$ cat src/rtl/cdb_arbiter.sv
// cdb_arbiter: buffers ULA and ULA_LD_SD results in per-source FIFOs and broadcasts one word per cycle on the CDB with round-robin priority.
// Ports: clock/reset (async, active-high); ula_result, ld_sd_result (16-bit words, INVALID = idle);
// cdb (registered broadcast word), cdb_from_ula (word came from ULA FIFO), stall_ula/stall_ld_sd (FIFO full),
// overflow (sticky, a valid word was dropped).
module cdb_arbiter #(
    parameter int          DEPTH   = 2,
    parameter logic [15:0] INVALID = 16'hFFFF
) (
    input  logic        clock,
    input  logic        reset,
    input  logic [15:0] ula_result,
    input  logic [15:0] ld_sd_result,
    output logic [15:0] cdb,
    output logic        cdb_from_ula,
    output logic        stall_ula,
    output logic        stall_ld_sd,
    output logic        overflow
);
    localparam int AW = $clog2(DEPTH);
    localparam int CW = $clog2(DEPTH + 1);
    localparam logic [CW-1:0] FULL = CW'(DEPTH);
    // Index 0 is the ULA source, index 1 is the LD_SD source.
    logic [15:0]   mem    [2][DEPTH];
    logic [AW-1:0] rd_ptr [2];
    logic [AW-1:0] wr_ptr [2];
    logic [CW-1:0] cnt    [2];
    logic [15:0]   din    [2];
    logic [1:0]    pop, push, drop;
    logic          last_ld;
    always_comb begin
        din[0] = ula_result;
        din[1] = ld_sd_result;
        // ULA wins when it is the only non-empty source or when LD_SD had the last grant.
        pop[0] = (cnt[0] != '0) && ((cnt[1] == '0) || last_ld);
        pop[1] = (cnt[1] != '0) && !pop[0];
        for (int i = 0; i < 2; i++) begin
            // A full FIFO still accepts a push when it is popped on the same edge.
            push[i] = (din[i] != INVALID) && ((cnt[i] != FULL) || pop[i]);
            drop[i] = (din[i] != INVALID) && !push[i];
        end
    end
    assign stall_ula   = cnt[0] == FULL;
    assign stall_ld_sd = cnt[1] == FULL;
    always_ff @(posedge clock or posedge reset) begin
        if (reset) begin
            cdb          <= INVALID;
            cdb_from_ula <= 1'b0;
            overflow     <= 1'b0;
            last_ld      <= 1'b1;
            for (int i = 0; i < 2; i++) begin
                rd_ptr[i] <= '0;
                wr_ptr[i] <= '0;
                cnt[i]    <= '0;
            end
        end else begin
            cdb          <= pop[0] ? mem[0][rd_ptr[0]] : pop[1] ? mem[1][rd_ptr[1]] : INVALID;
            cdb_from_ula <= pop[0];
            last_ld      <= pop[1] ? 1'b1 : pop[0] ? 1'b0 : last_ld;
            overflow     <= overflow | (|drop);
            for (int i = 0; i < 2; i++) begin
                rd_ptr[i] <= rd_ptr[i] + AW'(pop[i]);
                wr_ptr[i] <= wr_ptr[i] + AW'(push[i]);
                cnt[i]    <= cnt[i] + CW'(push[i]) - CW'(pop[i]);
            end
        end
    end
    // Storage needs no reset: entries are only read after being written.
    always_ff @(posedge clock) begin
        for (int i = 0; i < 2; i++)
            if (push[i]) mem[i][wr_ptr[i]] <= din[i];
    end
endmodule

$ cat config.mk
export PLATFORM = sky130hd
export DESIGN_NAME = cdb_arbiter
export DESIGN_NICKNAME = d
export VERILOG_FILES = /design/src/rtl/cdb_arbiter.sv
export SDC_FILE = /design/constraint.sdc
export NUM_CORES = 1
export LEC_CHECK = 0
export ABC_AREA = 1
export CAP_MARGIN = 20
export CORE_MARGIN = 2
export CORE_UTILIZATION = 54
export DETAILED_ROUTE_END_ITERATION = 10
export PLACE_DENSITY_LB_ADDON = 0.25
export SKIP_CTS_REPAIR_TIMING = 1
export SLEW_MARGIN = 20
export SYNTH_ARGS = -nofsm -noshare
export SYNTH_HDL_FRONTEND = slang
export SYNTH_SLANG_ARGS = --single-unit
$ cat constraint.sdc
create_clock -name clock -period 2.5 [get_ports clock]
set_input_delay 0.625 -clock clock [delete_from_list [all_inputs] [get_ports clock]]
set_output_delay 0.625 -clock clock [all_outputs]
set_load 0.03 [all_outputs]
==> impl_results.md, run 1 <==
* Status: completed
* Met2 wire length at around 3400 um
* CP Data Required Time at 1880 ps
* Relative slew slack at ~66%
* Slowest stage cell, crit path: clkdlybuf4s50_1
* Total CTS buffers at 9
* Max Fclk at between 400 and 500 MHz
* Vias in the first global route at approximately 2,300
* Tot Pwr at around 6.2 mW
* Routed wl met3 at between 300 and 400 um
* Worst Tran Pin Value at between 500 and 600 ps
* Clock sinks at 91
* Post-synthesis sequential area ratio at a little over two thirds
* Reg clk slew, reported paths at about 80 ps
* Arrival @ worst endpoint at ~1700 ps
* Cell Int Power at around 3.9 mW
* Overflow after GRT at 0
* TritonRoute pass-1 iters at 4
* TNS Setup at 0 ps
* Die H at between 80 and 90 um
* Worst Path Buf+Inv at 3
* Die Wd at between 80 and 90 um
* WS Path Type: flip-flop to output port
* Place WS at -38.8 ps
* Core Box Area at around 0.0067 mm2
* Initial Util at roughly 55%
* Sw Share at between 30 and 40%
* CP peak stage delay at 660 ps
* Final net count at 420
* Post-DP HPWL at 5180 um
* Pwr Density at 1370 mW/mm2
* Routed length per instance at approximately 15 um
* Switching Power at 2.35 mW
* Mapped Cells at between 300 and 400
* Maximum vdd drop at 0.612 mV
* Synthesis-stage register bit count at 91
* Gr usage total at 20.3%
* Worst hold slack at 483 ps
* Routability Congestion at between 0.8 and 0.9
* Largest net degree at the start of global routing at 28
* Synth top area cells: edfxtp_1 (52%), dfstp_2 (12%), nand2_1 (10%)
* Ys Warns at 0
* Crit Path Max Fanout at 3
* Max-cap violations at 0
* Synth Cell Area at 0.00370 mm2
* Endpoint class of the critical path: output port
* IO Count at 54
* First-pass GRT wire length at approximately 11,000 um
* Clk pwr share at between 10% and 20%
* Post-synth net total at around 360
* WL final at 6920 um
* Netlist cell types at 25
* Area grow syn2layout at 22.4%
* Row cnt at 30
* CTS Buffer Depth at 2
* Flop pwr share at roughly 44%
* Routed Antenna Nets at 0
* H-tree depth at 3
* CP Cell Sequence: inv_1, nand2_1, inv_1, clkdlybuf4s50_1
* CTS tree: yes
* Yosys top cell by area: edfxtp_1
* Vias per Instance at 5.16
* RSZ-0062 raised after global routing: no
* Worst Setup Start Kind: flip-flop
* Clk root buf: clkbuf_8
* Leakage at roughly 1.8 nW
* Syn_area_per_cell at ~12 um2
* Port bufs at 53
* CP top delay family: buffers and inverters
* Fin. Hold Viols at 0
* Final Cycle Share at 92.3%
* DRC viols at 0
* Starting DRT DRC Count at 191
* Tmin final at 2310 ps
* Layout Skew at roughly 10 ps
* Antenna diode count at 0
* Post-synth top area share at ~52%
* Gate power share at 42.3%
* Layout cell share with drive strength beyond 1 at between 10% and 20%
* Met1 wire length at 2980 um
* Antenna violations before repair at 0
* HP Class: flip-flop to flip-flop
* Clock Latency Late Sink at around 350 ps
* Top routing layer in use: met4
* Via count at roughly 2,400
* Most common cell on crit path: inv_1
* Fin. max-slew vios at 0
* Die ar. at 0.00752 mm2
* Setup-failing EPs final at 0
* Final worst slack at 193 ps
[cell usage in the layout, fill, tap and decap left out, types with 7 or more instances in the layout]
cell type and instances:
nand2_1 99, edfxtp_1 64, clkdlybuf4s50_1 53, nor2_1 32
a21oi_1 27, inv_1 18, dfstp_2 17, dfrtp_1 10
clkbuf_8 10, buf_4 7
[power by group through the flow]
stage	registers (mW)	logic (mW)	clock network, mW
3_3_place_gp	2.74	2.59	0
4_1_cts	2.74	2.65	0.874
6_report	2.73	2.63	0.852
5_1_grt	2.79	2.88	0.939
2_1_floorplan	3.02	1.48	0
3_5_place_dp	2.77	2.64	0
[registers in the layout (all words and copies together) (netlist names)]
name and cells:
overflow 1, wr_ptr 2, cnt 4, cdb 16, mem 64, cdb_from_ula 1, last_ld 1, rd_ptr 2
[cells by family after synthesis]
family | count (synthesis) | synth area share [%]
compound gates | 33 | 5.08
xor+xnor | 4 | 0.948
fa+ha+maj | 6 | 2.03
buf+inv | 30 | 3.93
flops | 91 | 70.8
mux | 3 | 0.812
simple gates | 148 | 16.4
[worst paths after layout]
kind,depth (start not counted),from,slack [ps],to
min in group asynchronous,3,reset,630,overflow$_DFF_PP0_
worst max-delay path,4,cnt[2]$_DFF_PP0_,190,stall_ula
max in group asynchronous,3,reset,1560,cdb[13]$_DFF_PP1_
worst min register to register,2,mem[0][12]$_DFFE_PP_,480,cdb[12]$_DFF_PP1_
worst max register to register,6,last_ld$_DFFE_PP1P_,640,mem[0][28]$_DFFE_PP_
worst min-delay path,2,mem[0][12]$_DFFE_PP_,480,cdb[12]$_DFF_PP1_
[per-stage QoR]
stage	instance area, um2	std cells	utilization [%]
finish	4530	465	67.4
global route	4530	465	67.4
CTS	4530	465	67.4
detailed placement	4360	449	64.9
global placement	4360	449	64.9
floorplan	3700	315	-
[final cells by class]
type / count / area, um2
repair buffers: 62 / 623
inverters: 22 / 85.1
flip-flops and latches: 91 / 2620
multi-input cells: 194 / 933
fillers: 498 / 2190
well taps: 80 / 100
clock buffers: 14 / 153
clock inverters: 2 / 12.5
[routing by layer]
| layer | up-vias | track usage [%] |
|---|---|---|
| li1 | 1183 | - |
| met5 | - | 0 |
| met4 | 0 | 8.95 |
| met1 | 1120 | 26.8 |
| met2 | 86 | 32.6 |
| met3 | 11 | 4.57 |
[Yosys cell counts]
library cell,instances
nand2_1,99
edfxtp_1,64
nor2_1,32
a21oi_1,27
inv_1,18
dfstp_2,17
dfrtp_1,10
ha_1,6
nand4_1,6
nand3_1,5
buf_2,3
buf_4,3
inv_2,3
mux2i_1,3
nor2_2,3
a21oi_2,2
buf_6,2
nand2_4,2
o21ai_0,2
xnor2_1,2
xor2_1,2
a21oi_4,1
inv_4,1
nand3_2,1
o21ai_2,1
[worst reg2reg max path, cell delays in order (launching register included)]
cell and delay (ps):
dfstp_2 560, inv_1 60, o21ai_2 110, nor2_1 80, nor2_1 200, ha_1 330
buf_4 220
No activity file was read; power rests on OpenSTA's default activity.
==> run 2, diff against run 1 <==
- CTS_CLUSTER_SIZE: default -> 20
==> results of run 2 <==
Same layout as run 1: the final DEF is identical, and so are final timing and power.
==> run 3, diff against run 2 <==
- CELL_PAD_IN_SITES_DETAIL_PLACEMENT: default -> 1
- CELL_PAD_IN_SITES_GLOBAL_PLACEMENT: default -> 1
- CORE_UTILIZATION: 54 -> 43
- REMOVE_ABC_BUFFERS: default -> 1
==> run 3 against run 2 <==
Compared with the run above: wire length rose by 21%; register-to-register slack barely moved; fmax fell by 0.80%; die area rose by 24%; clock-buffer cell count fell by 4; design area rose by 1.0%; sequential power rose by 1%; first-iteration DRC count fell by 54%; worst setup slack got worse by 19 ps; flip-flop and latch count did not move; via count rose by 2.2%.
==> impl_results.md, run 3 (synthesis gave the netlist of run 1 again) <==
* Clk root buf: clkbuf_8
* CTS Buffer Depth at 2 (unchanged)
* Gr usage total at 19.3% (-1.0 points)
* Die Wd at 96.7 um (+12%)
* Reg area at 0.00262 mm2 (unchanged)
* Maximum vdd drop at 0.804 mV (+31%)
* IO Count at 54 (unchanged)
* Total CTS buffers at 9 (unchanged)
* Global Route met2 Usage at 33.0% (+0.43 points)
* Largest net degree at the start of global routing at 28 (unchanged)
* Placed insts at 471 (+4.9%)
* Reg clk slew, reported paths at 90 ps (about the same)
* Antenna diode count at 0 (unchanged)
* Vias per Instance at 5.03 (-2.4%)
* CP Data Required Time at 1880 ps (about the same)
* Max reg flops at 64 (unchanged)
* Worst Setup Start Kind: flip-flop
* DRC viols at 0 (unchanged)
* Final net count at 417 (-0.71%)
* Routed Antenna Nets at 0 (unchanged)
* Layout Skew at 10.4 ps (-0.0118 ps)
* Endpoint class of the critical path: output port
* WL final at 8370 um (+21%)
* Met3 GRT Util at 2.96% (-1.6 points)
* WS Path Type: flip-flop to output port
* Tmin final at 2330 ps (+18.6 ps)
* Area grow syn2layout at 23.7%
* Relative slew slack at 55.2% (-11 points)
* GRT Max-Usage Layer: met2
* Hold Path Stages at 2 (unchanged)
* Pwr Density at 1390 mW/mm2 (+1.3%)
* Layout Cells excl Fill at 487 (+4.7%)
* Fin. max-slew vios at 0 (unchanged)
* Crit Path Max Fanout at 3 (unchanged)
* R2r worst-path depth at 11 (+5)
* Arrival @ worst endpoint at 1700 ps (+20 ps)
* Die ar. at 0.00936 mm2 (+24%)
* Met1 global-route usage at 24.6% (-2.3 points)
* Most common cell after layout, fill and taps aside: nand2_1
* Worst hold slack at 484 ps (+0.469 ps)
* # fillers at 891 (+79%)
* Worst Tran Pin Value at 672 ps (+160 ps)
* TritonRoute pass-1 iters at 4 (unchanged)
* Clock Latency Late Sink at 360 ps (about the same)
* Clock sinks at 91 (unchanged)
* Overflow after GRT at 0 (unchanged)
* Post-DP HPWL at 6010 um (+16%)
* Vias in the first global route at 2,681 (+16%)
* RSZ-0062 raised after global routing: no
* Finished Core Util at 55.4% (-12 points)
* Via count at 2,452 (+2.2%)
* TNS Setup at 0 ps (unchanged)
* Antenna violations before repair at 0 (unchanged)
* Core Box Area at 0.00826 mm2 (+23%)
* Die H at 96.7 um (+12%)
* Leakage at 1.84 nW (+0.11%)
* Row cnt at 33 (+10%)
* Routability Congestion at 0.737 (-7.9%)
* Fin. Hold Viols at 0 (unchanged)
* Max-cap violations at 0 (unchanged)
* HP Class: flip-flop to flip-flop
* H-tree depth at 3 (unchanged)
* Multi-input logic area at 933 um2 (unchanged)
* Routed length per instance at 17.2 um (+16%)
* Most frequent cells in the layout: nand2_1 (99), edfxtp_1 (64), clkdlybuf4s50_1 (53), nor2_1 (32), a21oi_1 (27)
* Final Cycle Share at 93.0% (+0.74 points)
* Initial Util at 44.8% (-10 points)
* Status: completed
* First-pass GRT wire length at 13,900 um (+24%)
* Layout cell share with drive strength beyond 1 at 13.9% (+0.37 points)
* Setup-failing EPs final at 0 (unchanged)
* R2R Setup Slk at 630 ps (about the same)
* Starting DRT DRC Count at 88 (-54%)
* Max Fclk at 430 MHz (-0.80%)
* CTS tree: yes
* Port bufs at 53 (unchanged)
## run 3: cell types whose count changed in the layout (fill, tap and decap cells not counted), sizes merged
cell,change
clkinvlp,+1
clkbuf,-4
inv,+1
buf,-3
clkinv,+2
## run 3: worst max-delay path: stages, from the launching register on
cell and delay (ps):
dfrtp_1 390, inv_1 120, nand2_1 110, inv_1 70, clkdlybuf4s50_1 660
## run 3: layer usage
metal,wire [um],up-vias
li1,-,1171
met1,3650,1218
met2,4310,49
met3,236,14
met4,174,0
met5,0,-
## run 3: cell type report
type,count,share of cell area (%)
timing repair buffer,59,13.7
inverter,22,1.86
clock buffer,10,3.01
tap,105,2.87
clock inverter,6,0.876
sequential,91,57.3
multi-input combinational,194,20.4
## run 3: per-stage QoR
step | total power, mW | area (um2) | setup WS (ps)
after global placement | 5.42 | 4390 | 119
final | 6.36 | 4570 | 174
after detailed placement | 5.53 | 4390 | 41.6
after floorplan | 4.38 | 3640 | 593
after global routing | 6.81 | 4570 | 70.4
after CTS | 6.45 | 4570 | 138
## run 3: final timing paths
path,from,to
setup / recovery,cnt[2]$_DFF_PP0_,stall_ula
hold / removal,mem[0][8]$_DFFE_PP_,cdb[8]$_DFF_PP1_
setup reg to reg,last_ld$_DFFE_PP1P_,cnt[3]$_DFF_PP0_
hold reg to reg,mem[0][8]$_DFFE_PP_,cdb[8]$_DFF_PP1_
max in group asynchronous,reset,cdb[0]$_DFF_PP1_
min in group asynchronous,reset,rd_ptr[1]$_DFF_PP0_
## run 3: where the power goes
part           internal (mW)  switching (mW)  total, mW
combinational          0.976            1.70       2.68
sequential              2.51           0.264       2.77
clock                  0.387           0.518      0.906
